[config.mk]
export PLATFORM = sky130hd
export DESIGN_NAME = id_ex_pipeline_reg
export DESIGN_NICKNAME = d
export VERILOG_FILES = /design/src/rtl/core_pkg.sv /design/src/rtl/load_use_detect.sv /design/src/rtl/id_ex_pipeline_reg.sv
export SDC_FILE = /design/constraint.sdc
export NUM_CORES = 1
export LEC_CHECK = 0
export BUFFER_PORTS_ARGS = -buffer_cell sky130_fd_sc_hd__buf_2
export CAP_MARGIN = 20
export CORE_MARGIN = 8
export CORE_UTILIZATION = 30
export CTS_CLUSTER_DIAMETER = 50
export DETAILED_ROUTE_END_ITERATION = 16
export GPL_TIMING_DRIVEN = 0
export HOLD_SLACK_MARGIN = 0.15
export PLACE_DENSITY = 0.6
export SKIP_LAST_GASP = 1
export SLEW_MARGIN = 20
export SYNTH_ARGS = -nofsm -noshare
export SYNTH_HDL_FRONTEND = slang
export SYNTH_SLANG_ARGS = --single-unit
[constraint.sdc]
create_clock -name clk -period 5.8 [get_ports clk]
set_clock_uncertainty 0.1 [all_clocks]
set_input_delay 1.16 -clock clk [delete_from_list [all_inputs] [get_ports clk]]
set_output_delay 1.16 -clock clk [all_outputs]
set_load 0.1 [all_outputs]
[src/rtl/core_pkg.sv]
// ---------------------------------------------------------------------------
// core_pkg
// Shared definitions for the 5-stage RV32I core: datapath width, register
// index width, ALU operation and writeback-select encodings, plus a small
// helper used by the hazard logic.
// Optional feature macro used by the ID/EX stage: ID_EX_WB_BYPASS_EN.
// ---------------------------------------------------------------------------
package core_pkg;

  localparam int XLEN      = 32;
  localparam int REG_IDX_W = 5;
  localparam int ALU_OP_W  = 4;
  localparam int WB_SEL_W  = 2;

  typedef enum logic [ALU_OP_W-1:0] {
    ALU_ADD   = 4'd0,
    ALU_SUB   = 4'd1,
    ALU_SLL   = 4'd2,
    ALU_SLT   = 4'd3,
    ALU_SLTU  = 4'd4,
    ALU_XOR   = 4'd5,
    ALU_SRL   = 4'd6,
    ALU_SRA   = 4'd7,
    ALU_OR    = 4'd8,
    ALU_AND   = 4'd9,
    ALU_PASSB = 4'd10
  } alu_op_e;

  typedef enum logic [WB_SEL_W-1:0] {
    WB_SEL_ALU = 2'd0,
    WB_SEL_MEM = 2'd1,
    WB_SEL_PC4 = 2'd2,
    WB_SEL_IMM = 2'd3
  } wb_sel_e;

  // True when an operand that is actually read names the given destination.
  // x0 is hard-wired zero, so a match on it never creates a dependency.
  function automatic logic reads_reg(input logic uses,
                                     input logic [REG_IDX_W-1:0] src,
                                     input logic [REG_IDX_W-1:0] dst);
    return uses && (dst != '0) && (src == dst);
  endfunction

endpackage

[src/rtl/load_use_detect.sv]
// ---------------------------------------------------------------------------
// load_use_detect
// Combinational load-use hazard detector. Flags when the instruction in ID
// reads a register that the load currently in EX has not yet produced.
// Ports:
//   id_valid, id_rs1, id_rs2, id_uses_rs1, id_uses_rs2 : decode-side operands
//   ex_valid, ex_mem_re, ex_rd                         : instruction in EX
//   hazard                                             : dependency detected
// ---------------------------------------------------------------------------
module load_use_detect
  import core_pkg::*;
(
  input  logic                 id_valid,
  input  logic [REG_IDX_W-1:0] id_rs1,
  input  logic [REG_IDX_W-1:0] id_rs2,
  input  logic                 id_uses_rs1,
  input  logic                 id_uses_rs2,
  input  logic                 ex_valid,
  input  logic                 ex_mem_re,
  input  logic [REG_IDX_W-1:0] ex_rd,
  output logic                 hazard
);

  logic w_dep_rs1;
  logic w_dep_rs2;

  assign w_dep_rs1 = reads_reg(id_uses_rs1, id_rs1, ex_rd);
  assign w_dep_rs2 = reads_reg(id_uses_rs2, id_rs2, ex_rd);
  assign hazard    = id_valid && ex_valid && ex_mem_re && (w_dep_rs1 || w_dep_rs2);

endmodule

[src/rtl/id_ex_pipeline_reg.sv]
// ---------------------------------------------------------------------------
// id_ex_pipeline_reg
// ID-to-EX pipeline register of the RV32I core. Captures decoded fields and
// register-file read data, inserts a bubble on a load-use hazard (asserting
// load_use_stall towards IF/ID), honours branch flush and downstream hold,
// and keeps a saturating count of hazard bubbles.
// Ports:
//   clk, rst_n         : clock (rising edge), async active-low reset
//   id_*               : decoded instruction from ID
//   flush              : kill the ID-to-EX transfer (loads a bubble)
//   ex_stall           : hold all EX registers
//   wb_regfile_we/rd/data : writeback port, used only with the bypass macro
//   ex_*               : registered EX copies
//   load_use_stall     : combinational stall request for PC and IF/ID
//   bubble_count       : saturating count of hazard bubbles
// Macro: ID_EX_WB_BYPASS_EN enables writeback-to-operand bypass on both the
// load path and the hold path.
// ---------------------------------------------------------------------------
module id_ex_pipeline_reg
  import core_pkg::*;
#(
  parameter int XLEN  = core_pkg::XLEN,
  parameter int CNT_W = 16
) (
  input  logic                 clk,
  input  logic                 rst_n,
  input  logic                 id_valid,
  input  logic [XLEN-1:0]      id_pc,
  input  logic [REG_IDX_W-1:0] id_rs1,
  input  logic [REG_IDX_W-1:0] id_rs2,
  input  logic [REG_IDX_W-1:0] id_rd,
  input  logic                 id_uses_rs1,
  input  logic                 id_uses_rs2,
  input  logic [XLEN-1:0]      id_rs1_data,
  input  logic [XLEN-1:0]      id_rs2_data,
  input  logic [XLEN-1:0]      id_imm,
  input  logic [ALU_OP_W-1:0]  id_alu_op,
  input  logic [WB_SEL_W-1:0]  id_wb_sel,
  input  logic                 id_regfile_we,
  input  logic                 id_mem_re,
  input  logic                 id_mem_we,
  input  logic                 flush,
  input  logic                 ex_stall,
  input  logic                 wb_regfile_we,
  input  logic [REG_IDX_W-1:0] wb_rd,
  input  logic [XLEN-1:0]      wb_data,
  output logic                 ex_valid,
  output logic [XLEN-1:0]      ex_pc,
  output logic [REG_IDX_W-1:0] ex_rs1,
  output logic [REG_IDX_W-1:0] ex_rs2,
  output logic [REG_IDX_W-1:0] ex_rd,
  output logic [XLEN-1:0]      ex_rs1_data,
  output logic [XLEN-1:0]      ex_rs2_data,
  output logic [XLEN-1:0]      ex_imm,
  output logic [ALU_OP_W-1:0]  ex_alu_op,
  output logic [WB_SEL_W-1:0]  ex_wb_sel,
  output logic                 ex_regfile_we,
  output logic                 ex_mem_re,
  output logic                 ex_mem_we,
  output logic                 load_use_stall,
  output logic [CNT_W-1:0]     bubble_count
);

  logic                 r_valid;
  logic [XLEN-1:0]      r_pc;
  logic [REG_IDX_W-1:0] r_rs1;
  logic [REG_IDX_W-1:0] r_rs2;
  logic [REG_IDX_W-1:0] r_rd;
  logic [XLEN-1:0]      r_rs1_data;
  logic [XLEN-1:0]      r_rs2_data;
  logic [XLEN-1:0]      r_imm;
  logic [ALU_OP_W-1:0]  r_alu_op;
  logic [WB_SEL_W-1:0]  r_wb_sel;
  logic                 r_regfile_we;
  logic                 r_mem_re;
  logic                 r_mem_we;
  logic [CNT_W-1:0]     r_bubble_count;

  logic                 w_hazard;
  logic [XLEN-1:0]      w_rs1_load;
  logic [XLEN-1:0]      w_rs2_load;
  logic [XLEN-1:0]      w_rs1_hold;
  logic [XLEN-1:0]      w_rs2_hold;

  load_use_detect u_load_use_detect (
    .id_valid    (id_valid),
    .id_rs1      (id_rs1),
    .id_rs2      (id_rs2),
    .id_uses_rs1 (id_uses_rs1),
    .id_uses_rs2 (id_uses_rs2),
    .ex_valid    (r_valid),
    .ex_mem_re   (r_mem_re),
    .ex_rd       (r_rd),
    .hazard      (w_hazard)
  );

`ifdef ID_EX_WB_BYPASS_EN
  // A same-cycle writeback overrides the regfile read on capture, and also
  // refreshes a held operand so a long hold cannot keep a stale value once
  // the MEM/WB forwarding source has retired.
  logic w_wb_hit_id_rs1;
  logic w_wb_hit_id_rs2;
  logic w_wb_hit_ex_rs1;
  logic w_wb_hit_ex_rs2;

  assign w_wb_hit_id_rs1 = wb_regfile_we && (wb_rd != '0) && (wb_rd == id_rs1);
  assign w_wb_hit_id_rs2 = wb_regfile_we && (wb_rd != '0) && (wb_rd == id_rs2);
  assign w_wb_hit_ex_rs1 = wb_regfile_we && (wb_rd != '0) && (wb_rd == r_rs1);
  assign w_wb_hit_ex_rs2 = wb_regfile_we && (wb_rd != '0) && (wb_rd == r_rs2);

  assign w_rs1_load = w_wb_hit_id_rs1 ? wb_data : id_rs1_data;
  assign w_rs2_load = w_wb_hit_id_rs2 ? wb_data : id_rs2_data;
  assign w_rs1_hold = w_wb_hit_ex_rs1 ? wb_data : r_rs1_data;
  assign w_rs2_hold = w_wb_hit_ex_rs2 ? wb_data : r_rs2_data;
`else
  // Without the bypass the regfile is write-first, so the read data is
  // already current and the writeback port is not needed here.
  logic w_unused_wb;

  assign w_unused_wb = ^{wb_regfile_we, wb_rd, wb_data};
  assign w_rs1_load  = id_rs1_data;
  assign w_rs2_load  = id_rs2_data;
  assign w_rs1_hold  = r_rs1_data;
  assign w_rs2_hold  = r_rs2_data;
`endif

  // Stall request is suppressed when the bubble would be produced anyway
  // (flush) or when nothing moves this cycle (downstream hold).
  assign load_use_stall = w_hazard && !flush && !ex_stall;

  // Edge priority: flush, then hold, then hazard bubble, then normal load.
  // Bubbles clear only valid and the control bits; data fields are kept.
  always_ff @(posedge clk or negedge rst_n) begin
    if (!rst_n) begin
      r_valid        <= 1'b0;
      r_pc           <= '0;
      r_rs1          <= '0;
      r_rs2          <= '0;
      r_rd           <= '0;
      r_rs1_data     <= '0;
      r_rs2_data     <= '0;
      r_imm          <= '0;
      r_alu_op       <= '0;
      r_wb_sel       <= '0;
      r_regfile_we   <= 1'b0;
      r_mem_re       <= 1'b0;
      r_mem_we       <= 1'b0;
      r_bubble_count <= '0;
    end else if (flush) begin
      r_valid      <= 1'b0;
      r_regfile_we <= 1'b0;
      r_mem_re     <= 1'b0;
      r_mem_we     <= 1'b0;
    end else if (ex_stall) begin
      r_rs1_data <= w_rs1_hold;
      r_rs2_data <= w_rs2_hold;
    end else if (w_hazard) begin
      r_valid      <= 1'b0;
      r_regfile_we <= 1'b0;
      r_mem_re     <= 1'b0;
      r_mem_we     <= 1'b0;
      if (r_bubble_count != '1) begin
        r_bubble_count <= r_bubble_count + CNT_W'(1);
      end
    end else begin
      r_valid      <= id_valid;
      r_pc         <= id_pc;
      r_rs1        <= id_rs1;
      r_rs2        <= id_rs2;
      r_rd         <= id_rd;
      r_rs1_data   <= w_rs1_load;
      r_rs2_data   <= w_rs2_load;
      r_imm        <= id_imm;
      r_alu_op     <= id_alu_op;
      r_wb_sel     <= id_wb_sel;
      r_regfile_we <= id_regfile_we && id_valid;
      r_mem_re     <= id_mem_re && id_valid;
      r_mem_we     <= id_mem_we && id_valid;
    end
  end

  assign ex_valid      = r_valid;
  assign ex_pc         = r_pc;
  assign ex_rs1        = r_rs1;
  assign ex_rs2        = r_rs2;
  assign ex_rd         = r_rd;
  assign ex_rs1_data   = r_rs1_data;
  assign ex_rs2_data   = r_rs2_data;
  assign ex_imm        = r_imm;
  assign ex_alu_op     = r_alu_op;
  assign ex_wb_sel     = r_wb_sel;
  assign ex_regfile_we = r_regfile_we;
  assign ex_mem_re     = r_mem_re;
  assign ex_mem_we     = r_mem_we;
  assign bubble_count  = r_bubble_count;

endmodule

==> results of run 1 <==
through the flow:
stage / cell area, um2 / hold WS [ps] / util (%)
2_1_floorplan: 6690 / 764 / -
3_3_place_gp: 8680 / 364 / 39.8
3_5_place_dp: 8710 / 373 / 39.9
4_1_cts: 9300 / 390 / 42.6
5_1_grt: 9300 / 398 / 42.6
6_report: 9300 / 384 / 42.6
logic make-up (layout without fill, tap and decap cells):
group / after synthesis / count (layout) / share of synthesized area [%]
DFF: 169 / 169 / 63.3
and+or+nand+nor: 47 / 47 / 4.10
AOI/OAI and AO/OA: 10 / 10 / 1.25
xor gates and xnor gates: 25 / 25 / 3.28
adders and majority gates: 1 / 1 / 0.187
muxes: 150 / 150 / 25.3
buffers and inverters: 18 / 379 / 2.66
cell usage after synthesis, drive strengths merged:
cell | n | share of area (%)
dfrtp | 169 | 63
mux2 | 150 | 25
buf | 18 | 2.7
xor2 | 15 | 2.0
xnor2 | 10 | 1.3
nand2 | 9 | 0.51
nor4 | 8 | 0.84
nand4 | 7 | 0.66
nor2 | 5 | 0.32
nor4b | 5 | 0.66
and3 | 4 | 0.37
nand3 | 4 | 0.30
a22o | 3 | 0.39
nor3 | 3 | 0.22
a21oi | 2 | 0.21
a21boi | 1 | 0.17
a21o | 1 | 0.11
and4 | 1 | 0.13
ha | 1 | 0.19
nor2b | 1 | 0.094
o2111ai | 1 | 0.13
o22a | 1 | 0.15
o22ai | 1 | 0.094
metal layers:
metal / track usage, % / vias to the layer above / routed length [um]
li1: - / 2203 / -
met1: 15.8 / 2322 / 7510
met2: 23.5 / 216 / 9230
met3: 5.58 / 12 / 2190
met4: 4.14 / 0 / 239
met5: 0 / - / 0
final timing paths:
check,endpoint,slack (ps)
hold reg to reg,ex_pc[27]$_DFFE_PN0P_,380
setup reg to reg,ex_rs1_data[13]$_DFFE_PN0P_,3600
hold / removal,ex_pc[27]$_DFFE_PN0P_,380
min in group asynchronous,bubble_count[9]$_DFFE_PN0P_,590
setup / recovery,load_use_stall,1920
max in group asynchronous,ex_rs2_data[18]$_DFFE_PN0P_,4140
layout make-up:
cell class              instances  area (um2)
clock inverters                13         131
flip-flops and latches        169        4230
multi-input cells             233        2280
repair buffers                329        1680
plain buffers                  18         178
well taps                     280         350
clock buffers                  19         453
fillers                      2103       12500
state kept, by name, indices dropped and copies added (netlist names):
name	flops
ex_rs2_data	32
ex_regfile_we	1
ex_pc	32
ex_alu_op	4
ex_rs1	5
bubble_count	16
ex_imm	32
ex_mem_we	1
ex_rs1_data	32
ex_mem_re	1
ex_rd	5
ex_wb_sel	2
ex_valid	1
ex_rs2	5
power by group through the flow:
stage          sequential [uW]  clock [uW]  combinational [uW]
6_report                  1410        1110                1650
5_1_grt                   1430        1210                1700
4_1_cts                   1410        1160                1670
3_5_place_dp              1440           0                1670
3_3_place_gp              1430           0                1660
2_1_floorplan             2580           0                 195
==> impl_metrics.sql, run 1 <==
INSERT INTO impl_metrics (metric_group, metric, value, unit) VALUES
('status', 'run_status', 'finished clean', ''),
('critical_path', 'critPathMaxFanout', '10', ''),
('critical_path', 'cp_class', 'input pin to output port', ''),
('critical_path', 'worst_ep_arrival_time', '2620', 'ps'),
('cells_and_area', 'layout.cells.non_filler', '1061', ''),
('power', 'ir_drop', '0.225', 'mV'),
('critical_path', 'crit_path_max_incr_delay', '430', 'ps'),
('floorplan', 'fp.dieW', '165', 'um'),
('floorplan', 'fp.dieArea', '0.0273', 'mm2'),
('sta', 'slew_headroom', '57.4', '%'),
('route', 'ant_nets', '0', ''),
('sta', 'final-hold-violation-count', '0', ''),
('cells_and_area', 'final_layout_size_suffix_gt1_share', '66.8', '%'),
('route', 'totalWireLength', '19200', 'um'),
('critical_path', 'critical_path.top_delay_family', 'buffers and inverters', ''),
('logic_synthesis', 'yosys.cell_types.count', '28', ''),
('global_routing', 'gr-total-overflow', '0', ''),
('global_routing', 'number_of_global_route_vias_before_repair', '5269', ''),
('power', 'internal_cell_power', '2210', 'uW'),
('sta', 'timing_worst_slew_pin_value', '639', 'ps'),
('place', 'cell_total_after_placement', '1029', ''),
('critical_path', 'crit-reg2reg-launch', 'ex_rd[0]$_DFFE_PN0P_', ''),
('cts', 'holdBufCountCts', '0', ''),
('logic_synthesis', 'synth.net_count', '618', ''),
('cts', 'path_clk_slew', '70', 'ps'),
('critical_path', 'worst-r2r-cell-count', '6', ''),
('route', 'detail_route.iter0.violations', '137', ''),
('sta', 'fmax', '257', 'MHz'),
('sta', 'fin_ws', '1920', 'ps'),
('place', 'io_buffers', '328', ''),
('power', 'power.static_leakage', '0.00458', 'uW'),
('power', 'combPwrFrac', '39.6', '%'),
('power', 'totalPowerFinal', '4180', 'uW'),
('critical_path', 'cp-end-kind', 'output port', ''),
('power', 'p_seq_share', '33.8', '%'),
('route', 'wl_per_cell', '18.1', 'um'),
('floorplan', 'initial_utilization', '30.6', '%'),
('logic_synthesis', 'post_synthesis_instance_area', '0.00669', 'mm2'),
('cts', 'cts.root.buffer_cell', 'sky130_fd_sc_hd__clkbuf_16', ''),
('place', 'dpl_ws', '1890', 'ps'),
('place', 'routabilityCongestion', '0.739', ''),
('route', 'drt-pass1-iter-count', '4', ''),
('power', 'power.density_cell_area', '449', 'mW/mm2'),
('sta', 'grt_setup_unrepaired', 'false', ''),
('global_routing', 'grt_max_degree', '90', ''),
('worst_hold_path', 'timing.hold.worst_path_depth', '1', ''),
('route', 'routed-via-count', '4753', ''),
('power', 'power_frac_clock', '26.6', '%'),
('critical_path', 'setup_crit_start', 'id_rs1[1]', ''),
('cells_and_area', 'layout_common_cells', 'sky130_fd_sc_hd__buf_2, sky130_fd_sc_hd__dfrtp_1, sky130_fd_sc_hd__mux2_2', ''),
('cts', 'cts_repair_resize_count', '0', ''),
('cts', 'worst_skew_pair.late_latency', '420', 'ps'),
('cts', 'postCtsSetupRepairBufs', '0', ''),
('critical_path', 'worstPathBufferInverterCount', '3', ''),
('logic_synthesis', 'post_synth_inst_count', '420', ''),
('floorplan', 'std_cell_rows', '54', ''),
('sta', 'setup_viol_count_final', '0', ''),
('cts', 'total_number_of_h_tree_levels', '4', ''),
('critical_path', 'critPathMostFrequentCell', 'sky130_fd_sc_hd__buf_2', ''),
('global_routing', 'track_usage', '13.9', '%'),
('sta', 'post-route-period-util', '67.0', '%'),
('floorplan', 'chipHeight', '165', 'um'),
('cts', 'cts_tree', 'yes', ''),
('logic_synthesis', 'ys_seq_area_share', '63.3', '%'),
('floorplan', 'ioPinCount', '367', ''),
('cts', 'clock_sink_count', '169', ''),
('critical_path', 'critical_path.startpoint_type', 'input pin', ''),
('floorplan', 'core', '0.0218', 'mm2'),
('place', 'place_hpwl', '15100', 'um'),
('power', 'total_switching_power', '1960', 'uW'),
('cells_and_area', 'most_frequent_standard_cell_in_the_layout_excluding_fill_and_tap_cells', 'sky130_fd_sc_hd__buf_2', '');
No activity file was read; power rests on OpenSTA's default activity.
==> run 2: changes to the inputs <==
==> constraint.sdc (replaced) <==
create_clock -name clk -period 3.8 [get_ports clk]
set_clock_uncertainty 0.1 [all_clocks]
set_input_delay 0.76 -clock clk [delete_from_list [all_inputs] [get_ports clk]]
set_output_delay 0.76 -clock clk [all_outputs]
set_load 0.1 [all_outputs]
==> impl_metrics.sql, run 2 (synthesis gave the netlist of run 1 again) <==
INSERT INTO impl_metrics (metric_group, metric, value, unit) VALUES
('place', 'routabilityCongestion', '0.729', ''),
('critical_path', 'timing.critical_path.required', '2940', 'ps'),
('floorplan', 'chipHeight', '165', 'um'),
('sta', 'final-hold-violation-count', '0', ''),
('route', 'routed-via-count', '4696', ''),
('cts', 'total_number_of_h_tree_levels', '4', ''),
('floorplan', 'fp.dieW', '165', 'um'),
('route', 'drt-pass1-iter-count', '4', ''),
('global_routing', 'gr-total-overflow', '0', ''),
('cts', 'max-clock-path-buffers', '2', ''),
('sta', 'grt_setup_unrepaired', 'false', ''),
('cells_and_area', 'most_frequent_standard_cell_in_the_layout_excluding_fill_and_tap_cells', 'sky130_fd_sc_hd__buf_2', ''),
('global_routing', 'groute.layer.met1.usage', '15.2', '%'),
('route', 'totalWireLength', '18700', 'um'),
('power', 'power.density_cell_area', '686', 'mW/mm2'),
('cts', 'holdBufCountCts', '0', ''),
('cts', 'postCtsSetupRepairBufs', '0', ''),
('cells_and_area', 'filler_cell_count', '2116', ''),
('cells_and_area', 'final_layout_size_suffix_gt1_share', '66.8', '%'),
('cts', 'clock_sink_count', '169', ''),
('global_routing', 'grt_use_met3', '5.78', '%'),
('global_routing', 'most_congested_layer_reported_by_global_routing', 'met2', ''),
('cts', 'worst_skew_pair.late_latency', '410', 'ps'),
('route', 'ant_nets', '0', ''),
('route', 'drc_violations_left', '0', ''),
('status', 'run_status', 'finished clean', ''),
('cts', 'cts_tree', 'yes', ''),
('floorplan', 'core', '0.0218', 'mm2'),
('sta', 'timing_worst_slew_pin_value', '650', 'ps'),
('floorplan', 'ioPinCount', '367', ''),
('sta', 'post-route-period-util', '80.5', '%'),
('critical_path', 'cp_class', 'flip-flop to output port', ''),
('route', 'wl_per_cell', '17.6', 'um'),
('floorplan', 'fp.dieArea', '0.0273', 'mm2'),
('place', 'place_hpwl', '14700', 'um'),
('critical_path', 'worst_ep_arrival_time', '2200', 'ps'),
('global_routing', 'grt_first_pass_wirelength', '28700', 'um'),
('floorplan', 'initial_utilization', '30.6', '%'),
('critical_path', 'critical_path.startpoint_type', 'flip-flop', ''),
('global_routing', 'grt_met2_usage', '23.4', '%'),
('power', 'totalPowerFinal', '6380', 'uW'),
('sta', 'setup_viol_count_final', '0', ''),
('critical_path', 'cp-end-kind', 'output port', ''),
('place', 'dpl_ws', '734', 'ps'),
('sta', 'fin_ws', '740', 'ps'),
('global_routing', 'track_usage', '13.5', '%'),
('floorplan', 'std_cell_rows', '54', ''),
('power', 'ir_drop', '0.315', 'mV'),
('sta', 'fmax', '327', 'MHz'),
('cts', 'cts_repair_resize_count', '0', ''),
('power', 'power.static_leakage', '0.00458', 'uW'),
('global_routing', 'antenna_found_initial', '0', ''),
('critical_path', 'critPathMaxFanout', '10', ''),
('cells_and_area', 'layout_common_cells', 'sky130_fd_sc_hd__buf_2, sky130_fd_sc_hd__dfrtp_1, sky130_fd_sc_hd__mux2_2', ''),
('cts', 'cts_made_buffers', '17', ''),
('sta', 'timing.final.crit_period', '3060', 'ps'),
('global_routing', 'grt_max_degree', '90', ''),
('worst_hold_path', 'worst_hold_path_type', 'input pin to asynchronous set/reset pin', ''),
('sta', 'slew_headroom', '56.7', '%'),
('cells_and_area', 'synthToLayoutAreaGrowth', '39.1', '%'),
('cts', 'cts.root.buffer_cell', 'sky130_fd_sc_hd__clkbuf_16', ''),
('route', 'detail_route.iter0.violations', '196', ''),
('cts', 'path_clk_slew', '70', 'ps'),
('flow_run', 'max-cap-violations', '0', ''),
('cells_and_area', 'design.final.nets', '966', ''),
('global_routing', 'number_of_global_route_vias_before_repair', '5194', ''),
('route', 'post_drt_via_cell_ratio', '4.42', ''),
('place', 'io_buffers', '328', ''),
('sta', 'finalMaxSlewViolations', '0', '');
==> run 2: final timing paths <==
check,from,to,slack (ps),cells past startpoint
max,ex_rd[1]$_DFFE_PN0P_,load_use_stall,740,6
min in group clk,bubble_count[9]$_DFFE_PN0P_,bubble_count[9]$_DFFE_PN0P_,380,1
max in group asynchronous,rst_n,ex_pc[21]$_DFFE_PN0P_,2510,2
min,rst_n,ex_imm[4]$_DFFE_PN0P_,200,1
min reg2reg,bubble_count[9]$_DFFE_PN0P_,bubble_count[9]$_DFFE_PN0P_,380,1
max reg2reg,ex_rd[0]$_DFFE_PN0P_,ex_imm[1]$_DFFE_PN0P_,1610,6
==> run 2: metal layers <==
layer | vias up | routed length [um]
met5 | - | 0
met4 | 0 | 112
met3 | 6 | 2010
met2 | 196 | 9330
met1 | 2281 | 7270
li1 | 2213 | -
==> run 2: final cells by class <==
class | count | area [um2] | share of cell area (%)
diodes | 1 | 2.50 | 0.0269
plain buffers | 18 | 178 | 1.91
clock buffers | 19 | 443 | 4.76
clock inverters | 13 | 134 | 1.44
multi-input cells | 233 | 2280 | 24.5
flip-flops and latches | 169 | 4230 | 45.5
well taps | 280 | 350 | 3.77
repair buffers | 329 | 1680 | 18.1
==> run 2: report_power, final <==
part,leakage [uW],internal [uW],switching (uW)
Combinational,0.00227,439,2080
Clock,0.000279,942,766
Sequential,0.00203,2030,117
Total,0.00458,3420,2960
==> run 2: worst max-delay path, cell delays in order, from the launching register on <==
cell and delay, ps:
sky130_fd_sc_hd__dfrtp_1 450, sky130_fd_sc_hd__xnor2_1 210, sky130_fd_sc_hd__nand4_1 140, sky130_fd_sc_hd__o22a_2 300
sky130_fd_sc_hd__buf_6 170, sky130_fd_sc_hd__nor2_2 90, sky130_fd_sc_hd__buf_2 420
==> run 2: through the flow <==
step                instances  hold WS, ps  setup TNS (ps)  util (%)  cell area (um2)
detailed placement       1029          371               0      39.9             8720
global route             1061          239               0      42.6             9290
global placement         1028          363         -155480      39.8             8680
CTS                      1061          238               0      42.6             9290
finish                   1062          200               0      42.6             9300
floorplan                 420          364               0         -             6690
